**config.mk**
```make
export PLATFORM = sky130hd
export DESIGN_NAME = runway_scheduler
export DESIGN_NICKNAME = d
export VERILOG_FILES = /design/src/rtl/runway_scheduler.sv
export SDC_FILE = /design/constraint.sdc
export NUM_CORES = 1
export LEC_CHECK = 0
export ABC_AREA = 1
export BUFFER_PORTS_ARGS = -buffer_cell sky130_fd_sc_hd__buf_4
export CORE_MARGIN = 3
export CORE_UTILIZATION = 40
export DETAILED_ROUTE_END_ITERATION = 12
export PLACE_DENSITY = 0.65
export SLEW_MARGIN = 0
export SYNTH_ARGS = -nofsm -noshare
export SYNTH_HDL_FRONTEND = slang
export SYNTH_SLANG_ARGS = --single-unit
```
**constraint.sdc**
```tcl
create_clock -name CLK -period 2 [get_ports CLK]
set_input_delay 0.4 -clock CLK [delete_from_list [all_inputs] [get_ports CLK]]
set_output_delay 0.4 -clock CLK [all_outputs]
set_load 0.02 [all_outputs]
```
**src/rtl/runway_scheduler.sv**
```systemverilog
// runway_scheduler: two-queue runway arbiter with landing priority and weather gating.
// Define RUNWAY_FAIRNESS_EN to let a takeoff through after three landings it waited behind.
module runway_scheduler #(
    parameter int QDEPTH     = 4,
    parameter int OCC_CYCLES = 4
) (
    input  logic       CLK,
    input  logic       RST,
    input  logic       land_req,
    input  logic [3:0] land_id,
    input  logic       takeoff_req,
    input  logic [3:0] takeoff_id,
    input  logic       severe_weather,
    input  logic       emergency_landing_alert,
    output logic       grant_valid,
    output logic [3:0] grant_id,
    output logic       grant_is_land,
    output logic       runway_busy,
    output logic [3:0] land_count,
    output logic [3:0] takeoff_count,
    output logic       land_drop,
    output logic       takeoff_drop,
    output logic [1:0] sched_state
);
    localparam int PW = $clog2(QDEPTH);
    localparam logic [3:0] QD = 4'(QDEPTH);
    localparam logic [3:0] OCC_LAST = 4'(OCC_CYCLES - 1);

    typedef enum logic [1:0] {IDLE = 2'b00, LAND = 2'b01, TAKEOFF = 2'b10, GAP = 2'b11} state_t;

    state_t        state;
    logic [3:0]    land_mem [QDEPTH];
    logic [3:0]    tk_mem [QDEPTH];
    logic [PW-1:0] land_wp, land_rp, tk_wp, tk_rp;
    logic [3:0]    occ;
    logic          tk_ok, fair_pick, land_pop, tk_pop, land_push, tk_push;

`ifdef RUNWAY_FAIRNESS_EN
    logic [1:0] fair_cnt;

    // Counts landings that jumped a waiting takeoff; cleared by any takeoff.
    always_ff @(posedge CLK or negedge RST) begin
        if (!RST)
            fair_cnt <= 2'd0;
        else if (tk_pop)
            fair_cnt <= 2'd0;
        else if (land_pop && takeoff_count != 4'd0 && fair_cnt != 2'd3)
            fair_cnt <= fair_cnt + 2'd1;
    end

    // tk_ok already excludes emergency_landing_alert, which suppresses the override.
    assign fair_pick = fair_cnt == 2'd3 && tk_ok;
`else
    assign fair_pick = 1'b0;
`endif

    always_comb begin
        tk_ok     = takeoff_count != 4'd0 && !severe_weather && !emergency_landing_alert;
        land_pop  = state == IDLE && land_count != 4'd0 && !fair_pick;
        tk_pop    = state == IDLE && tk_ok && (land_count == 4'd0 || fair_pick);
        land_push = land_req && (land_count < QD || land_pop);
        tk_push   = takeoff_req && (takeoff_count < QD || tk_pop);
    end

    always_ff @(posedge CLK) begin
        if (land_push) land_mem[land_wp] <= land_id;
        if (tk_push) tk_mem[tk_wp] <= takeoff_id;
    end

    always_ff @(posedge CLK or negedge RST) begin
        if (!RST) begin
            state         <= IDLE;
            occ           <= 4'd0;
            grant_valid   <= 1'b0;
            grant_id      <= 4'd0;
            grant_is_land <= 1'b0;
            land_drop     <= 1'b0;
            takeoff_drop  <= 1'b0;
            land_count    <= 4'd0;
            takeoff_count <= 4'd0;
            land_wp       <= '0;
            land_rp       <= '0;
            tk_wp         <= '0;
            tk_rp         <= '0;
        end else begin
            grant_valid   <= land_pop || tk_pop;
            land_drop     <= land_req && !land_push;
            takeoff_drop  <= takeoff_req && !tk_push;
            land_count    <= land_count + {3'b0, land_push} - {3'b0, land_pop};
            takeoff_count <= takeoff_count + {3'b0, tk_push} - {3'b0, tk_pop};
            if (land_push) land_wp <= land_wp + 1'b1;
            if (land_pop) land_rp <= land_rp + 1'b1;
            if (tk_push) tk_wp <= tk_wp + 1'b1;
            if (tk_pop) tk_rp <= tk_rp + 1'b1;
            case (state)
                IDLE: begin
                    if (land_pop || tk_pop) begin
                        state         <= land_pop ? LAND : TAKEOFF;
                        grant_id      <= land_pop ? land_mem[land_rp] : tk_mem[tk_rp];
                        grant_is_land <= land_pop;
                        occ           <= OCC_LAST;
                    end
                end
                LAND, TAKEOFF: begin
                    if (occ == 4'd0)
                        state <= GAP;
                    else
                        occ <= occ - 4'd1;
                end
                default: state <= IDLE;
            endcase
        end
    end

    assign runway_busy = state != IDLE;
    assign sched_state = state;
endmodule

```
# Word-level counts from Yosys, hierarchy flattened
# Memories as Yosys holds them, arrays and structs flattened.
# Index checks and enable logic that the tools add are counted.
# op_classes
add_sub_neg,9
n_mul,0
n_div,0
magnitude_cmp,2
n_eq_ne,5
shifts,0
muxes,12
bitwise,0
n_reduce_logical,27
# op_table
operator,n
$mux 4,3
$logic_and 1x1->1,9
$add 2x1->2 const B,4
$add 4x1->4,2
$logic_not 4->1,2
$lt 4x3->1 const B,2
$pmux 4 s2,1
$reduce_bool 4->1,2
$sub 4x1->4,2
$mux 2,3
$logic_not 1->1,4
$mux 1,4
$ne 2x2->1 const B,2
$pmux 2 s2,1
$reduce_and 2->1,2
$reduce_bool 2->1,2
$sub 4x1->4 const B,1
$logic_or 1x1->1,3
$reduce_and 3->1,1
$eq 2x1->1 const B,1
$eq 2x2->1 const B,1
$logic_not 2->1,1
$ne 2x1->1 const B,1
$reduce_or 2->1,1
# totals
regBits,30
latchBits,0
mem_bits_rw,32
romBits,0
inputBits,14
n_memories,2
# memory_table
memory,depth,width,rd,rd_clocked_by_memory_dff,write_ports,line,source
land_mem,4,4,1,0,1,32,logic [3:0] land_mem [QDEPTH];
tk_mem,4,4,1,0,1,33,logic [3:0] tk_mem [QDEPTH];

# Logic depth before layout (Yosys ltp)
# depth
depth_word,9
depth_mapped,11
depth_no_buf,11

# Worst setup path before layout
# No wires, ideal clock.
# synth_path
path_type,register to register
startpoint,"register state[0], in the netlist sched_state[0]"
endpoint,register takeoff_count[2]
t_arrival_ns,1.986
setup_slack_ns,-0.108
stages_incl_launch_ff,11
path_buffers,0
path_cell_list,dfrtp_1 > inv_1 > ha_1 > nand3_4 > nor2_8 > nand2_1 > nand2_1 > ha_1 > inv_1 > fa_1 > xnor2_1
# synth_between
elab_chain_len,7
# synth_lines
item,line,source
from (decl),31,state_t state;
from (signal assigned),98,state <= land_pop ? LAND : TAKEOFF;
$logic_not 2->1 (*),60,tk_pop = state == IDLE && tk_ok && (land_count == 4'd0 || fair_pick);
$logic_and 1x1->1 (*) (2 in a row),60,
$logic_or 1x1->1,62,tk_push = takeoff_req && (takeoff_count < QD || tk_pop);
$logic_and 1x1->1,62,
$add 4x1->4,90,"takeoff_count <= takeoff_count + {3'b0, tk_push} - {3'b0, tk_pop};"
$sub 4x1->4 (*),90,
to (signal assigned),90,
to (decl),20,"output logic [3:0] takeoff_count,"
# Every way passes the cells marked *; elsewhere a longest branch is shown, timed or not.
# A chain may end at the register's enable or synchronous reset.

# Worst setup path after layout
# layout_path
startpoint,register takeoff_count[2]
endpoint,register takeoff_count[2]
# layout_between
elab_chain_len,9
elab_cells_between_ends,10
# layout_lines
item,line,source
$reduce_bool 4->1,58,tk_ok = takeoff_count != 4'd0 && !severe_weather && !emergency_landing_alert;
$logic_and 1x1->1 (2 in a row),58,
$logic_and 1x1->1 (2 in a row),60,
$logic_or 1x1->1,62,
$logic_and 1x1->1,62,
$add 4x1->4,90,
$sub 4x1->4 (*),90,
# Marks and branches as above.

==> results.sh <==
export IMPL_cts_tree="built"
export IMPL_crit_path_end_kind="flip-flop"
export IMPL_cp_required_ns=2.22
export IMPL_ioPinCount=33
export IMPL_final_layout_size_suffix_gt1_share_pct=23.2
export IMPL_min_from="land_id[3]"
export IMPL_final_hold_viol_count=0
export IMPL_hold_path_depth=1
export IMPL_slowest_stage="dfrtp_2"
export IMPL_start_util_pct=42.4
export IMPL_grt_max_degree=31
export IMPL_period_needed_ns=1.93
export IMPL_synthCells=335
export IMPL_drtIter0Drc=49
export IMPL_grt_util_all_layers_pct=14.2
export IMPL_setup_viol_count_final=0
export IMPL_avgViaCountPerCell=4.47
export IMPL_r2r_slack_ns=0.07
export IMPL_worstMarginPinSlew_ns=0.416
export IMPL_wl_met2_um=2820
export IMPL_relSlewSlack_pct=72.2
export IMPL_yosysWarnings=0
export IMPL_clkTransAtPathRegs_ns=0.07
export IMPL_synth_seq_area_share_pct=53.9
export IMPL_wl_met1_um=2570
export IMPL_worstHoldEndpoint="land_mem[2][3]"
export IMPL_final_nets=424
export IMPL_wl_met3_um=302
export IMPL_synth_edf_count=32
export IMPL_cp_slowest_stage_delay_ns=0.41
export IMPL_cap_violations=0
export IMPL_wirelength_um=5740
export IMPL_post_place_cells=470
export IMPL_cp_max_fo=3
export IMPL_holdWs_ns=0.265
export IMPL_synthArstFlopShare_pct=48.4
export IMPL_syn_area_per_cell_um2=9.48
export IMPL_synth_seq_cells=62
export IMPL_first_global_vias=2172
export IMPL_wl_per_cell_um=11.7
export IMPL_root_buffer="clkbuf_8"
export IMPL_clock_sinks=62
export IMPL_leakagePower_nw=1.95
export IMPL_layout_cells_non_filler=491
export IMPL_min_period_over_period_pct=96.3
export IMPL_h_tree_depth=3
export IMPL_synthesis_nets=372
export IMPL_synthFlopType="edfxtp_1"
export IMPL_cts_buffers=9
export IMPL_antennaDiodeCount=0
export IMPL_vias=2195
export IMPL_start_kind="flip-flop"
export IMPL_rows=31
export IMPL_overflow=0
export IMPL_fmax_ghz=0.519
export IMPL_synth_cell_types=30
export IMPL_first_pass_iters=4
export IMPL_peakVddDrop_mv=1.06
export IMPL_final_antenna_net_count=0
export IMPL_path_cells="inv_2 -> ha_1 -> nand2_1 -> nand2_4 -> nor2_8 -> nand3b_1 -> nand2_1 -> ha_1 -> inv_1 -> fa_1 -> xnor2_1"
export IMPL_syn_cell_area_um2=3170
export IMPL_syn2layout_area_growth_pct=21.6
export IMPL_cts_buffer_depth=2
export IMPL_crit_type="reg2reg"
export IMPL_finalPower_mw=6.09
export IMPL_fin_setup_tns_ns=0
export IMPL_p_per_area_nw_per_um2=1580
export IMPL_top_layer_used="met4"
export IMPL_status="finished clean"
export IMPL_rr_worst_depth=11
export IMPL_r2r_start="takeoff_count[2]"
export IMPL_fin_util_pct=51.5
export IMPL_die_x_um=95.1
export IMPL_core_um2=7490
export IMPL_worstPathArrival_ns=2.15
export IMPL_io_buffers=32
export IMPL_hold_path_class="in2reg"
export IMPL_fin_worst_skew_ns=0.0130
export IMPL_die_area_um2=9040
export IMPL_fill_cells=697
export IMPL_route_detailed_drc=0
export IMPL_clkLatencyLatePin_ns=0.33
export IMPL_slew_viol_final=0
export IMPL_dp_hpwl_um=4210
export IMPL_rr_endpoint="takeoff_count[2]"
export IMPL_die_height_um=95.1
export IMPL_place_gp_congestion=0.816
export IMPL_grt_first_pass_wirelength_um=9840
export IMPL_antenna_found_initial=0
worst max path at each step:
stage,from,to,slack [ns],cells past startpoint
after floorplan,takeoff_count[2],takeoff_count[2],0.001,11
after global placement,land_count[2],land_count[2],0.08,10
after detailed placement,sched_state[0],takeoff_count[2],0.04,10
after CTS,takeoff_count[2],takeoff_count[2],0.03,11
after global routing,takeoff_count[2],takeoff_count[2],-0.01,11
final,takeoff_count[2],takeoff_count[2],0.07,11
power by group:
| part | total, mW | internal, mW | switching [mW] |
|---|---|---|---|
| Combinational | 2.96 | 1.24 | 1.73 |
| Sequential | 2.05 | 1.76 | 0.291 |
| Clock | 1.07 | 0.606 | 0.467 |
synth_stat cells, types with 2 or more instances:
| master | n | area [µm²] |
|---|---|---|
| a21oi_1 | 2 | 10.0 |
| buf_2 | 3 | 15.0 |
| dfrtp_1 | 30 | 751 |
| edfxtp_1 | 32 | 961 |
| fa_1 | 2 | 40.0 |
| ha_1 | 21 | 263 |
| inv_1 | 71 | 267 |
| inv_2 | 2 | 7.51 |
| nand2_1 | 101 | 379 |
| nand2_2 | 4 | 25.0 |
| nand2_4 | 2 | 22.5 |
| nand3_1 | 23 | 115 |
| nand4_1 | 2 | 12.5 |
| nor2_1 | 10 | 37.5 |
| nor2_2 | 4 | 25.0 |
| nor2_8 | 2 | 40.0 |
| o21ai_0 | 3 | 15.0 |
| o21ai_1 | 3 | 15.0 |
| o21bai_1 | 2 | 15.0 |
| xnor2_1 | 3 | 26.3 |
| xor2_1 | 4 | 35.0 |
through the flow:
| step | setup WS (ns) | instance area [µm²] |
|---|---|---|
| 2_1_floorplan | 0.00140 | 3210 |
| 3_3_place_gp | 0.0815 | 3610 |
| 3_5_place_dp | 0.0363 | 3610 |
| 4_1_cts | 0.0343 | 3810 |
| 5_1_grt | -0.00977 | 3860 |
| 6_report | 0.0731 | 3860 |
layer usage:
metal  GRT usage (%)  vias to the layer above
met2            22.4                       42
met4            4.45                        0
met1            18.0                     1016
met5               0                        -
li1                -                     1133
met3            5.45                        4
registers in the layout (all words and copies together), names as in the netlist:
signal	cells
grant_id	4
grant_is_land	1
grant_valid	1
land_count	4
land_drop	1
land_mem	16
land_rp	2
land_wp	2
occ	4
sched_state	2
takeoff_count	4
takeoff_drop	1
tk_mem	16
tk_rp	2
tk_wp	2
cells by family (layout without fill, tap and decap cells):
logic type,count (synthesis),in the layout,synth area share [%]
simple gates,153,153,22.2
buf+inv,78,135,9.58
flops,62,62,53.9
fa+ha+maj,23,23,9.54
compound gates,12,12,2.84
xor+xnor,7,7,1.93
worst max-delay path, delay by kind of cell (launching register included):
family / cells / cell delay (ns)
AND/OR/NAND/NOR: 5 / 0.44
buffers and inverters: 2 / 0.13
XOR/XNOR: 1 / 0.14
flip-flops: 1 / 0.41
adder cells (fa/ha/maj): 3 / 0.69
cells in the final DEF, fill, tap and decap left out, types with 3 or more instances in the layout:
master / synthesis / routed
buf_4: 0 / 43
clkbuf_8: 0 / 10
dfrtp_1: 30 / 25
dfrtp_2: 0 / 5
edfxtp_1: 32 / 32
ha_1: 21 / 19
inv_1: 71 / 67
inv_2: 2 / 6
nand2_1: 101 / 100
nand2_2: 4 / 4
nand3_1: 23 / 23
nor2_1: 10 / 10
nor2_2: 4 / 4
o21ai_0: 3 / 3
o21ai_1: 3 / 3
xnor2_1: 3 / 3
xor2_1: 4 / 4
timing repair:
item	4_1_cts	5_1_grt
resized for setup	0	5
endpoints found under the hold margin	16	0
buffers inserted	0	4
hold buffers	1	0
setup endpoints to repair	0	3
layout make-up:
class                      count  area [µm²]  area share, %
clock inverter                 4        47.5           1.23
timing repair buffer          44         333           8.63
inverter                      75         289           7.49
clock buffer                  12         145           3.76
multi-input combinational    195        1200           31.2
sequential                    62        1720           44.5
tap                           99         124           3.21
No activity file was read; power rests on OpenSTA's default activity.
